[src/rtl/ahb_pkg.sv]
// Shared AHB-Lite types for the LSU-to-AHB master bridge: transfer, response and size
// encodings, the bridge state set and the request legality check.
package ahb_pkg;

    typedef enum logic [1:0] {
        HTRANS_IDLE   = 2'b00,
        HTRANS_BUSY   = 2'b01,
        HTRANS_NONSEQ = 2'b10,
        HTRANS_SEQ    = 2'b11
    } htrans_t;

    typedef enum logic [1:0] {
        HRESP_OKAY  = 2'b00,
        HRESP_ERROR = 2'b01
    } hresp_t;

    typedef enum logic [2:0] {
        HSIZE_BYTE = 3'b000,
        HSIZE_HALF = 3'b001,
        HSIZE_WORD = 3'b010
    } hsize_t;

    localparam logic [2:0] HBURST_SINGLE = 3'b000;

    typedef enum logic [1:0] {
        ST_IDLE,
        ST_ADDR,
        ST_DATA,
        ST_ERR
    } bridge_state_t;

    // A request may reach the bus only if it hits the slave window, has a legal size
    // and is naturally aligned for that size.
    function automatic logic req_legal(input logic [31:0] addr,
                                       input logic [1:0]  size,
                                       input logic [31:0] base,
                                       input logic [31:0] mask);
        logic aligned;
        case (size)
            2'b00:   aligned = 1'b1;
            2'b01:   aligned = ~addr[0];
            2'b10:   aligned = (addr[1:0] == 2'b00);
            default: aligned = 1'b0;
        endcase
        return ((addr & mask) == base) && aligned;
    endfunction

endpackage

[src/rtl/ahb_lane_align.sv]
// Byte-lane steering: replicates store data across HWDATA lanes and extracts the
// addressed lane of HRDATA, zero-extended to 32 bits.
module ahb_lane_align
    import ahb_pkg::*;
(
    input  hsize_t      size_i,
    input  logic [1:0]  addr_lo_i,
    input  logic [31:0] wdata_i,
    input  logic [31:0] hrdata_i,
    output logic [31:0] hwdata_o,
    output logic [31:0] rdata_o
);

    logic [31:0] lane;

    always_comb begin
        lane     = hrdata_i >> {addr_lo_i, 3'b000};
        hwdata_o = wdata_i;
        rdata_o  = hrdata_i;
        case (size_i)
            HSIZE_BYTE: begin
                hwdata_o = {4{wdata_i[7:0]}};
                rdata_o  = {24'h0, lane[7:0]};
            end
            HSIZE_HALF: begin
                hwdata_o = {2{wdata_i[15:0]}};
                rdata_o  = {16'h0, lane[15:0]};
            end
            default: begin
                hwdata_o = wdata_i;
                rdata_o  = hrdata_i;
            end
        endcase
    end

endmodule

[src/rtl/ahb_lite_master_bridge.sv]
// Turns single LSU load/store requests into AHB-Lite SINGLE transfers, one in flight,
// with window/alignment checks, wait states, ERROR responses and a data-phase timeout.
module ahb_lite_master_bridge
    import ahb_pkg::*;
#(
    parameter logic [31:0] BASE_ADDR      = 32'h7000_0000,
    parameter logic [31:0] ADDR_MASK      = 32'hFFFF_F000,
    parameter int          TIMEOUT_CYCLES = 16
) (
    input  logic        clk_i,
    input  logic        rst_i,
    input  logic        req_valid_i,
    output logic        req_ready_o,
    input  logic        req_write_i,
    input  logic [31:0] req_addr_i,
    input  logic [1:0]  req_size_i,
    input  logic [31:0] req_wdata_i,
    output logic        rsp_valid_o,
    output logic [31:0] rsp_rdata_o,
    output logic        rsp_err_o,
    output logic        HSEL_o,
    output logic [31:0] HADDR_o,
    output logic [1:0]  HTRANS_o,
    output logic        HWRITE_o,
    output logic [2:0]  HSIZE_o,
    output logic [2:0]  HBURST_o,
    output logic [31:0] HWDATA_o,
    input  logic [31:0] HRDATA_i,
    input  logic        HREADY_i,
    input  logic [1:0]  HRESP_i
);

    localparam int              CNT_W    = $clog2(TIMEOUT_CYCLES + 1);
    localparam logic [CNT_W-1:0] CNT_LAST = CNT_W'(TIMEOUT_CYCLES - 1);
    localparam logic [CNT_W-1:0] CNT_MAX  = CNT_W'(TIMEOUT_CYCLES);

    bridge_state_t    state_q, state_d;
    logic             req_ready_q, req_ready_d;
    logic             rsp_valid_q, rsp_valid_d;
    logic             rsp_err_q, rsp_err_d;
    logic [31:0]      rsp_rdata_q, rsp_rdata_d;
    logic             hsel_q, hsel_d;
    logic [31:0]      haddr_q, haddr_d;
    htrans_t          htrans_q, htrans_d;
    logic             hwrite_q, hwrite_d;
    hsize_t           hsize_q, hsize_d;
    logic [31:0]      hwdata_q, hwdata_d;
    logic [31:0]      wdata_q, wdata_d;
    logic [CNT_W-1:0] cnt_q, cnt_d;

    logic             done;
    logic             done_err;
    logic [31:0]      hwdata_rep;
    logic [31:0]      rdata_lane;

    ahb_lane_align u_lane_align (
        .size_i    (hsize_q),
        .addr_lo_i (haddr_q[1:0]),
        .wdata_i   (wdata_q),
        .hrdata_i  (HRDATA_i),
        .hwdata_o  (hwdata_rep),
        .rdata_o   (rdata_lane)
    );

    always_comb begin
        state_d     = state_q;
        req_ready_d = req_ready_q;
        rsp_valid_d = 1'b0;
        rsp_err_d   = 1'b0;
        rsp_rdata_d = '0;
        hsel_d      = hsel_q;
        haddr_d     = haddr_q;
        htrans_d    = htrans_q;
        hwrite_d    = hwrite_q;
        hsize_d     = hsize_q;
        hwdata_d    = hwdata_q;
        wdata_d     = wdata_q;
        cnt_d       = cnt_q;
        done        = 1'b0;
        done_err    = 1'b0;

        case (state_q)
            ST_IDLE: begin
                if (req_valid_i && req_ready_q) begin
                    if (req_legal(req_addr_i, req_size_i, BASE_ADDR, ADDR_MASK)) begin
                        state_d     = ST_ADDR;
                        req_ready_d = 1'b0;
                        hsel_d      = 1'b1;
                        htrans_d    = HTRANS_NONSEQ;
                        haddr_d     = req_addr_i;
                        hwrite_d    = req_write_i;
                        hsize_d     = hsize_t'({1'b0, req_size_i});
                        wdata_d     = req_wdata_i;
                        cnt_d       = '0;
                    end else begin
                        // Rejected locally: the bus never sees this request.
                        rsp_valid_d = 1'b1;
                        rsp_err_d   = 1'b1;
                    end
                end
            end
            ST_ADDR: begin
                if (HREADY_i) begin
                    state_d  = ST_DATA;
                    htrans_d = HTRANS_IDLE;
                    hwdata_d = hwdata_rep;
                    cnt_d    = '0;
                end
            end
            ST_DATA: begin
                if (HREADY_i) begin
                    // A one-cycle ERROR with HREADY high is still reported as an error.
                    done     = 1'b1;
                    done_err = (HRESP_i == HRESP_ERROR);
                end else if (HRESP_i == HRESP_ERROR) begin
                    state_d = ST_ERR;
                    cnt_d   = '0;
                end else if (cnt_q == CNT_LAST) begin
                    done     = 1'b1;
                    done_err = 1'b1;
                end else if (cnt_q != CNT_MAX) begin
                    cnt_d = cnt_q + CNT_W'(1);
                end
            end
            ST_ERR: begin
                if (HREADY_i) begin
                    done     = 1'b1;
                    done_err = 1'b1;
                end
            end
            default: state_d = ST_IDLE;
        endcase

        if (done) begin
            state_d     = ST_IDLE;
            req_ready_d = 1'b1;
            hsel_d      = 1'b0;
            htrans_d    = HTRANS_IDLE;
            cnt_d       = '0;
            rsp_valid_d = 1'b1;
            rsp_err_d   = done_err;
            rsp_rdata_d = (done_err || hwrite_q) ? 32'h0 : rdata_lane;
        end
    end

    always_ff @(posedge clk_i) begin
        if (rst_i) begin
            state_q     <= ST_IDLE;
            req_ready_q <= 1'b1;
            rsp_valid_q <= 1'b0;
            rsp_err_q   <= 1'b0;
            rsp_rdata_q <= '0;
            hsel_q      <= 1'b0;
            haddr_q     <= '0;
            htrans_q    <= HTRANS_IDLE;
            hwrite_q    <= 1'b0;
            hsize_q     <= HSIZE_BYTE;
            hwdata_q    <= '0;
            wdata_q     <= '0;
            cnt_q       <= '0;
        end else begin
            state_q     <= state_d;
            req_ready_q <= req_ready_d;
            rsp_valid_q <= rsp_valid_d;
            rsp_err_q   <= rsp_err_d;
            rsp_rdata_q <= rsp_rdata_d;
            hsel_q      <= hsel_d;
            haddr_q     <= haddr_d;
            htrans_q    <= htrans_d;
            hwrite_q    <= hwrite_d;
            hsize_q     <= hsize_d;
            hwdata_q    <= hwdata_d;
            wdata_q     <= wdata_d;
            cnt_q       <= cnt_d;
        end
    end

    assign req_ready_o = req_ready_q;
    assign rsp_valid_o = rsp_valid_q;
    assign rsp_err_o   = rsp_err_q;
    assign rsp_rdata_o = rsp_rdata_q;
    assign HSEL_o      = hsel_q;
    assign HADDR_o     = haddr_q;
    assign HTRANS_o    = htrans_q;
    assign HWRITE_o    = hwrite_q;
    assign HSIZE_o     = hsize_q;
    assign HBURST_o    = HBURST_SINGLE;
    assign HWDATA_o    = hwdata_q;

endmodule

[config.mk]
export PLATFORM = sky130hd
export DESIGN_NAME = ahb_lite_master_bridge
export DESIGN_NICKNAME = d
export VERILOG_FILES = /design/src/rtl/ahb_pkg.sv /design/src/rtl/ahb_lane_align.sv /design/src/rtl/ahb_lite_master_bridge.sv
export SDC_FILE = /design/constraint.sdc
export NUM_CORES = 1
export LEC_CHECK = 0
export CAP_MARGIN = 20
export CORE_MARGIN = 2
export CORE_UTILIZATION = 35
export CTS_CLUSTER_DIAMETER = 100
export DETAILED_ROUTE_END_ITERATION = 6
export PLACE_DENSITY = 0.66
export SYNTH_ARGS = -nofsm -noshare
export SYNTH_HDL_FRONTEND = slang
export SYNTH_SLANG_ARGS = --single-unit
[constraint.sdc]
create_clock -name clk_i -period 6.7 [get_ports clk_i]
set_clock_uncertainty 0.15 [all_clocks]
set_input_delay 0.67 -clock clk_i [delete_from_list [all_inputs] [get_ports clk_i]]
set_output_delay 0.67 -clock clk_i [all_outputs]
set_load 0.005 [all_outputs]
==> summary.md, run 1 <==
| Metric | Value |
|---|---|
| Outcome | finished clean |
| PortBufs | 208 |
| CTS Buf Count | 17 |
| Die Span X | 132 um |
| Clk buf depth | 2 |
| Area share of xor/xnor cells in the synthesized design | 0% |
| Leak pwr | 2.86 nW |
| P&R area growth vs syn | 48.2% |
| Grt total ovfl | 0 |
| Critical Path RT | 6800 ps |
| Worst Hold Class | reg2reg |
| Sequential area share after synthesis | 50.3% |
| Vias | 5147 |
| Filler Cells Inserted | 1472 |
| Commonest non-fill, non-tap cell in the layout | clkdlybuf4s50_1 |
| Starting Density | 35.9% |
| Top FF cell, synth | dfxtp_1 |
| Main combinational cell family by area after synthesis | simple AND/OR/NAND/NOR gates |
| Syn. warnings | 0 |
| Clk_lat worst skew | 410 ps |
| Setup violations, final | 0 |
| CTS root buffer | clkbuf_16 |
| RSZ-0062 raised after global routing | false |
| Mux cell area share after synthesis | 4.39% |
| Most frequent cells in the layout | clkdlybuf4s50_1 (207), nand2_1 (165), dfxtp_1 (143) |
| Adder and majority cell fraction of the synthesized area | 1.98% |
| Setup tns final | 0 ps |
| Post-Syn Area per Cell | 8.75 sq um |
| Slew Viols, Final | 0 |
| Total of max-cap violations | 0 |
| First-pass GRT wire length | 26600 um |
| Routed vias/inst | 4.82 |
| Period utilization | 43.0% |
| Number of diodes | 0 |
| Largest net degree at the start of global routing | 83 |
| Peak Freq | 347 MHz |
| CTS tree | built |
| WP buf/inv | 1 |
| Area of the multi-input gates | 2610 sq um |
| Initial antenna violation count | 0 |
| Simple-gate share of the synthesized area | 21.8% |
| GRT Resource Usage Total | 19.1% |
| Hold buffers post-CTS | 0 |
| Crit-path leading delay family | simple AND/OR/NAND/NOR gates |
| Post-Synthesis Cells | 651 |
| Setup Buffers After CTS | 0 |
| Fin util | 53.1% |
| Library cells used by synthesis | 47 |
| Critical Path AT | 2980 ps |
| Core area | 15900 sq um |
| Critical-path top delay cell | or4_2 |
| Fin crit period | 2880 ps |
| Startpoint types | input pin |
| Post-synth ARST share | 0% |
| DR iter-0 viols | 311 |
| Vias in the first global route | 4917 |
| Crit-path cells | clkdlybuf4s50_1, nor4_2, nand2_2, or4_2, nand2_1, a21oi_1 |
| Layout cells sized above 1 | 5.52% |
| Least-Margin Pin Slew | 949 ps |
| Final ANT Viol Nets | 0 |
| CP Capture Type | flip-flop |
| Worst slew margin | 36.7% |
| GP Congestion | 0.761 |
| Number of flops mapped to enable cells by yosys | 0 |
| TritonCTS Sinks | 143 |
| Die ar. | 17300 sq um |
| Synth Area in Compound Gates | 17.2% |
| Max incr delay on CP | 1130 ps |
| Peak supply drop | 173 uV |
| Critical path class | in2reg |
| DRT Pass-1 Iters | 4 |
| Final WL | 16500 um |
| CP max FO | 48 |
| # DRC | 0 |
| Post-DP HPWL | 11400 um |
| Power density over the cells | 230 nW/um^2 |
| Die H | 132 um |
| Register area | 2860 sq um |
| CTS resizes | 0 |
| #FFs+latches synth | 143 |
| Row cnt | 46 |
| Final net count | 953 |
| Synth Cell Area | 5700 sq um |
| Hold Vio Cnt, Final | 0 |
| CTS clk-pin slew, worst paths | 60 ps |
| DR WL/cell | 15.4 um |
| Htree depth | 4 |
| IO Pins | 214 |
[Yosys cell counts (4+ instances only)]
master    number  area, sq um
a311oi_1       8         70.1
and2_1        35          219
dfxtp_1      143         2860
buf_4          5         37.5
nor2_1        27          101
buf_1          5         18.8
ha_1           9          113
o21ai_0       26          130
a32o_1         8         80.1
mux2i_1       25          250
buf_2          6         30.0
nor2b_1       10         62.6
a21oi_1       66          330
nand3_1        4         20.0
inv_1          6         22.5
a211oi_1       9         67.6
nand2_1      165          619
clkbuf_1      33          124
o21a_1         4         30.0
a211o_1        9         78.8
a22o_1         8         70.1
[sequential cells by signal (all words and copies together) (netlist names)]
| name | count |
|---|---|
| HADDR_o | 32 |
| HSEL_o | 1 |
| HSIZE_o | 2 |
| HTRANS_o | 1 |
| HWDATA_o | 32 |
| HWRITE_o | 1 |
| cnt_q | 5 |
| req_ready_o | 1 |
| rsp_err_o | 1 |
| rsp_rdata_o | 32 |
| rsp_valid_o | 1 |
| state_q | 2 |
| wdata_q | 32 |
[logic make-up after synthesis]
family	after synthesis
other	1
buffers and inverters	56
DFF	143
AOI/OAI and AO/OA	151
muxes	25
and+or+nand+nor	266
adders and majority gates	9
[path summary, 6_finish.rpt]
path	startpoint	depth (start not counted)	slack, ps	end
worst max-delay path	req_addr_i[15]	6	3820	HADDR_o[10]
worst min-delay path	HADDR_o[9]	2	300	HADDR_o[9]
worst max register to register	state_q[1]	6	4090	HADDR_o[10]
worst min register to register	HADDR_o[9]	2	300	HADDR_o[9]
[layout make-up]
cell class              instances  share of cell area [%]
clock buffers                  20                    5.41
clock inverters                11                   0.993
inverters                       6                   0.267
multi-input cells             456                    31.0
flip-flops and latches        143                    33.9
well taps                     216                    3.20
repair buffers                215                    25.3
[power breakdown]
part / internal, mW / switching (mW) / total, mW / leakage (nW)
registers: 0.869 / 0.0124 / 0.881 / 1.15
logic: 0.113 / 0.0897 / 0.202 / 1.45
clock network: 0.493 / 0.368 / 0.861 / 0.255
[worst min-delay path: stages (launching register included)]
cell and delay [ps]:
dfxtp_1 310, nand2_1 50, a21oi_1 50
[per-stage QoR]
step	setup slack, ps	hold WS [ps]	power [mW]	cells	cell area (sq um)
after detailed placement	3340	293	1.10	1036	7900
after floorplan	4360	282	0.986	655	5710
after global routing	3610	314	2.02	1067	8440
after CTS	3780	303	1.97	1067	8440
after global placement	3380	287	1.10	1036	7900
final	3820	300	1.94	1067	8440
[layer usage]
| layer | vias up | part of all wire, % | global-route usage, % |
|---|---|---|---|
| met5 | - | 0 | 0 |
| met4 | 0 | 1.9 | 7.37 |
| met3 | 23 | 6.2 | 5.67 |
| met2 | 179 | 44 | 28.9 |
| met1 | 2358 | 48 | 25.6 |
| li1 | 2587 | - | - |
Power figures use the tool's default switching activity.
==> inputs of run 2 (changes only) <==
--- a/config.mk
+++ b/config.mk
@@ -10,7 +10,7 @@
 export CORE_UTILIZATION = 35
 export CTS_CLUSTER_DIAMETER = 100
 export DETAILED_ROUTE_END_ITERATION = 6
-export PLACE_DENSITY = 0.66
+export PLACE_DENSITY = 0.68
 export SYNTH_ARGS = -nofsm -noshare
 export SYNTH_HDL_FRONTEND = slang
 export SYNTH_SLANG_ARGS = --single-unit
==> constraint.sdc (replaced) <==
create_clock -name clk_i -period 2.3 [get_ports clk_i]
set_clock_uncertainty 0.15 [all_clocks]
set_input_delay 0.23 -clock clk_i [delete_from_list [all_inputs] [get_ports clk_i]]
set_output_delay 0.23 -clock clk_i [all_outputs]
set_load 0.005 [all_outputs]
==> run 2 against run 1 <==
Final cell count rose by 1.8%; non-clock buffer count increased by 18; sequential power grew to 2.9 times the previous value; utilization is 1.6 points higher; hold slack worse by 280 ps; count of clock-buffer cells in the layout is 1 lower; clock power grew to 3.3 times the previous value; via count grew 2.3%; sequential share of layout area down 0.97 points; combinational power rose to 3.1 times the previous value; sequential cell count unchanged; critical path depth increased by 1; highest routed layer unchanged.
==> summary.md, run 2 (synthesis gave the netlist of run 1 again) <==
| Metric | Value |
|---|---|
| Outcome | finished clean (unchanged) |
| Hold buffers post-CTS | 0 (unchanged) |
| PortBufs | 208 (unchanged) |
| Row cnt | 46 (unchanged) |
| CTS Buf Count | 17 (unchanged) |
| CTS tree | built (unchanged) |
| DRT Pass-1 Iters | 5 (was 4) |
| Met1 wire length | 7750 um (was 7890 um) |
| Area of the multi-input gates | 2630 sq um (was 2610 sq um) |
| Setup slack at placement | -249 ps (was 3340 ps) |
| Final net count | 971 (was 953) |
| CP Capture Type | flip-flop (unchanged) |
| Hold Startpoint | rst_i (was HADDR_o[9]) |
| Initial antenna violation count | 0 (unchanged) |
| Worst Hold Class | in2reg (was reg2reg) |
| Placed Area | 8070 sq um (was 7900 sq um) |
| Htree depth | 4 (unchanged) |
| First-pass GRT wire length | 26400 um (was 26600 um) |
| Most frequent cells in the layout | clkdlybuf4s50_1 (207), nand2_1 (165), dfxtp_1 (143) (unchanged) |
| Non-filler cells, final | 1086 (was 1067) |
| R2r setup slk | 160 ps (was 4090 ps) |
| Register-to-Register Path Depth | 7 (was 6) |
| Total of max-cap violations | 0 (unchanged) |
| Worst r2r dst | cnt_q[3] (was HADDR_o[10]) |
| CTS clk-pin slew, worst paths | 60 ps (about the same) |
| Commonest non-fill, non-tap cell in the layout | clkdlybuf4s50_1 (unchanged) |
| Least-Margin Pin Slew | 721 ps (was 949 ps) |
| Hold path depth | 2 (unchanged) |
| Slew Viols, Final | 0 (unchanged) |
| Starting Density | 35.9% (unchanged) |
| Startpoint types | flip-flop (was input pin) |
| DR WL/cell | 15.4 um (about the same) |
| Final ANT Viol Nets | 0 (unchanged) |
| Setup tns final | 0 ps (unchanged) |
| Vias | 5263 (was 5147) |
| Clk_lat worst skew | 420 ps (was 410 ps) |
| Filler Cells Inserted | 1474 (was 1472) |
| Worst Hold Endpoint | HADDR_o[2] (was HADDR_o[9]) |
| RSZ-0062 raised after global routing | false (unchanged) |
| Setup Buffers After CTS | 0 (unchanged) |
| Worst hold margin | 23.0 ps (was 300 ps) |
| GP Congestion | 0.778 (was 0.761) |
| GRT Resource Usage Total | 19.3% (was 19.1%) |
| Tot Pwr | 5.99 mW (was 1.94 mW) |
| TritonCTS Sinks | 143 (unchanged) |
| Register area | 2860 sq um (unchanged) |
| Die H | 132 um (unchanged) |
| Setup violations, final | 0 (unchanged) |
| Period utilization | 93.1% |
| Grt total ovfl | 0 (unchanged) |
| Post-DP HPWL | 12100 um (was 11400 um) |
| Die Span X | 132 um (unchanged) |
| CTS root buffer | clkbuf_16 (unchanged) |
| Number of diodes | 0 (unchanged) |
| Peak supply drop | 538 uV (was 173 uV) |
| Final WL | 16700 um (was 16500 um) |
| Critical Path AT | 2310 ps (was 2980 ps) |
| Fin util | 54.7% (was 53.1%) |
| P&R area growth vs syn | 52.6% (was 48.2%) |
| DR iter-0 viols | 341 (was 311) |
| Leak pwr | 3.01 nW (was 2.86 nW) |
| Largest net degree at the start of global routing | 69 (was 83) |
| Die ar. | 17300 sq um (unchanged) |
| FF-to-FF Start | cnt_q[0] (was state_q[1]) |
| Final instance area | 8690 sq um (was 8440 sq um) |
| Layout cells sized above 1 | 8.05% (was 5.52%) |
| Fin crit period | 2140 ps |
| Peak Freq | 467 MHz |
| Met2 wire length | 7480 um (was 7240 um) |
| Dpl cells | 1054 (was 1036) |
| Worst slew margin | 51.9% (was 36.7%) |
| Vias in the first global route | 4809 (was 4917) |
| Critical path class | reg2reg (was in2reg) |
| Final worst slack | 158 ps (was 3820 ps) |
| Clk buf depth | 2 (unchanged) |
| Core area | 15900 sq um (unchanged) |
| Routed vias/inst | 4.85 (was 4.82) |
| IO Pins | 214 (unchanged) |
| Critical Path RT | 2460 ps (was 6800 ps) |
| Power density over the cells | 689 nW/um^2 (was 230 nW/um^2) |
| # DRC | 0 (unchanged) |
| Hold Vio Cnt, Final | 0 (unchanged) |
| Routed length on met3 | 1230 um (was 1020 um) |
| DR top layer | met4 (unchanged) |
| CP max FO | 4 (was 48) |
[run 2: cell count changes in the layout (fill, tap and decap cells not counted), moves of 2 or more]
cell        change
clkinvlp_4      -3
buf_4          +15
nor2_1          -2
nor2_2          +2
clkinv_4        +2
buf_12          +3
bufinv_16       +2
[run 2: timing repair]
item,CTS,global route
gates resized for setup,0,4
hold endpoints to repair,0,0
endpoints found under the setup margin,0,20
[run 2: worst max path at each step]
stage | startpoint | end | slack, ps | cells past startpoint
2_1_floorplan | state_q[0] | cnt_q[1] | 70 | 8
3_3_place_gp | req_size_i[0] | HADDR_o[20] | -230 | 6
3_5_place_dp | req_size_i[0] | HADDR_o[27] | -250 | 6
4_1_cts | state_q[1] | wdata_q[6] | 80 | 7
5_1_grt | cnt_q[0] | cnt_q[4] | 30 | 7
6_report | cnt_q[0] | cnt_q[3] | 160 | 7
[run 2: critical path: stages (launching register included)]
cell,delay [ps]
dfxtp_1,340
ha_1,240
and3_1,190
ha_1,250
nand4b_1,210
and3_1,200
o31a_1,260
o21a_1,180
[run 2: area by class of cell]
| type | count | area share, % |
|---|---|---|
| clock buffer | 19 | 5.21 |
| clock inverter | 13 | 1.73 |
| inverter | 6 | 0.259 |
| multi-input combinational | 456 | 30.2 |
| sequential | 143 | 32.9 |
| tap | 216 | 3.11 |
| timing repair buffer | 233 | 26.5 |
[run 2: routing by layer]
layer,global-route usage [%],up-vias
li1,-,2626
met1,25.8,2411
met2,29.2,201
met3,6.13,25
met4,7.00,0
met5,0,-
[run 2: power by group]
group	switching (mW)	internal (mW)
clock	1.12	1.67
combinational	0.279	0.355
sequential	0.0248	2.53
total	1.43	4.56
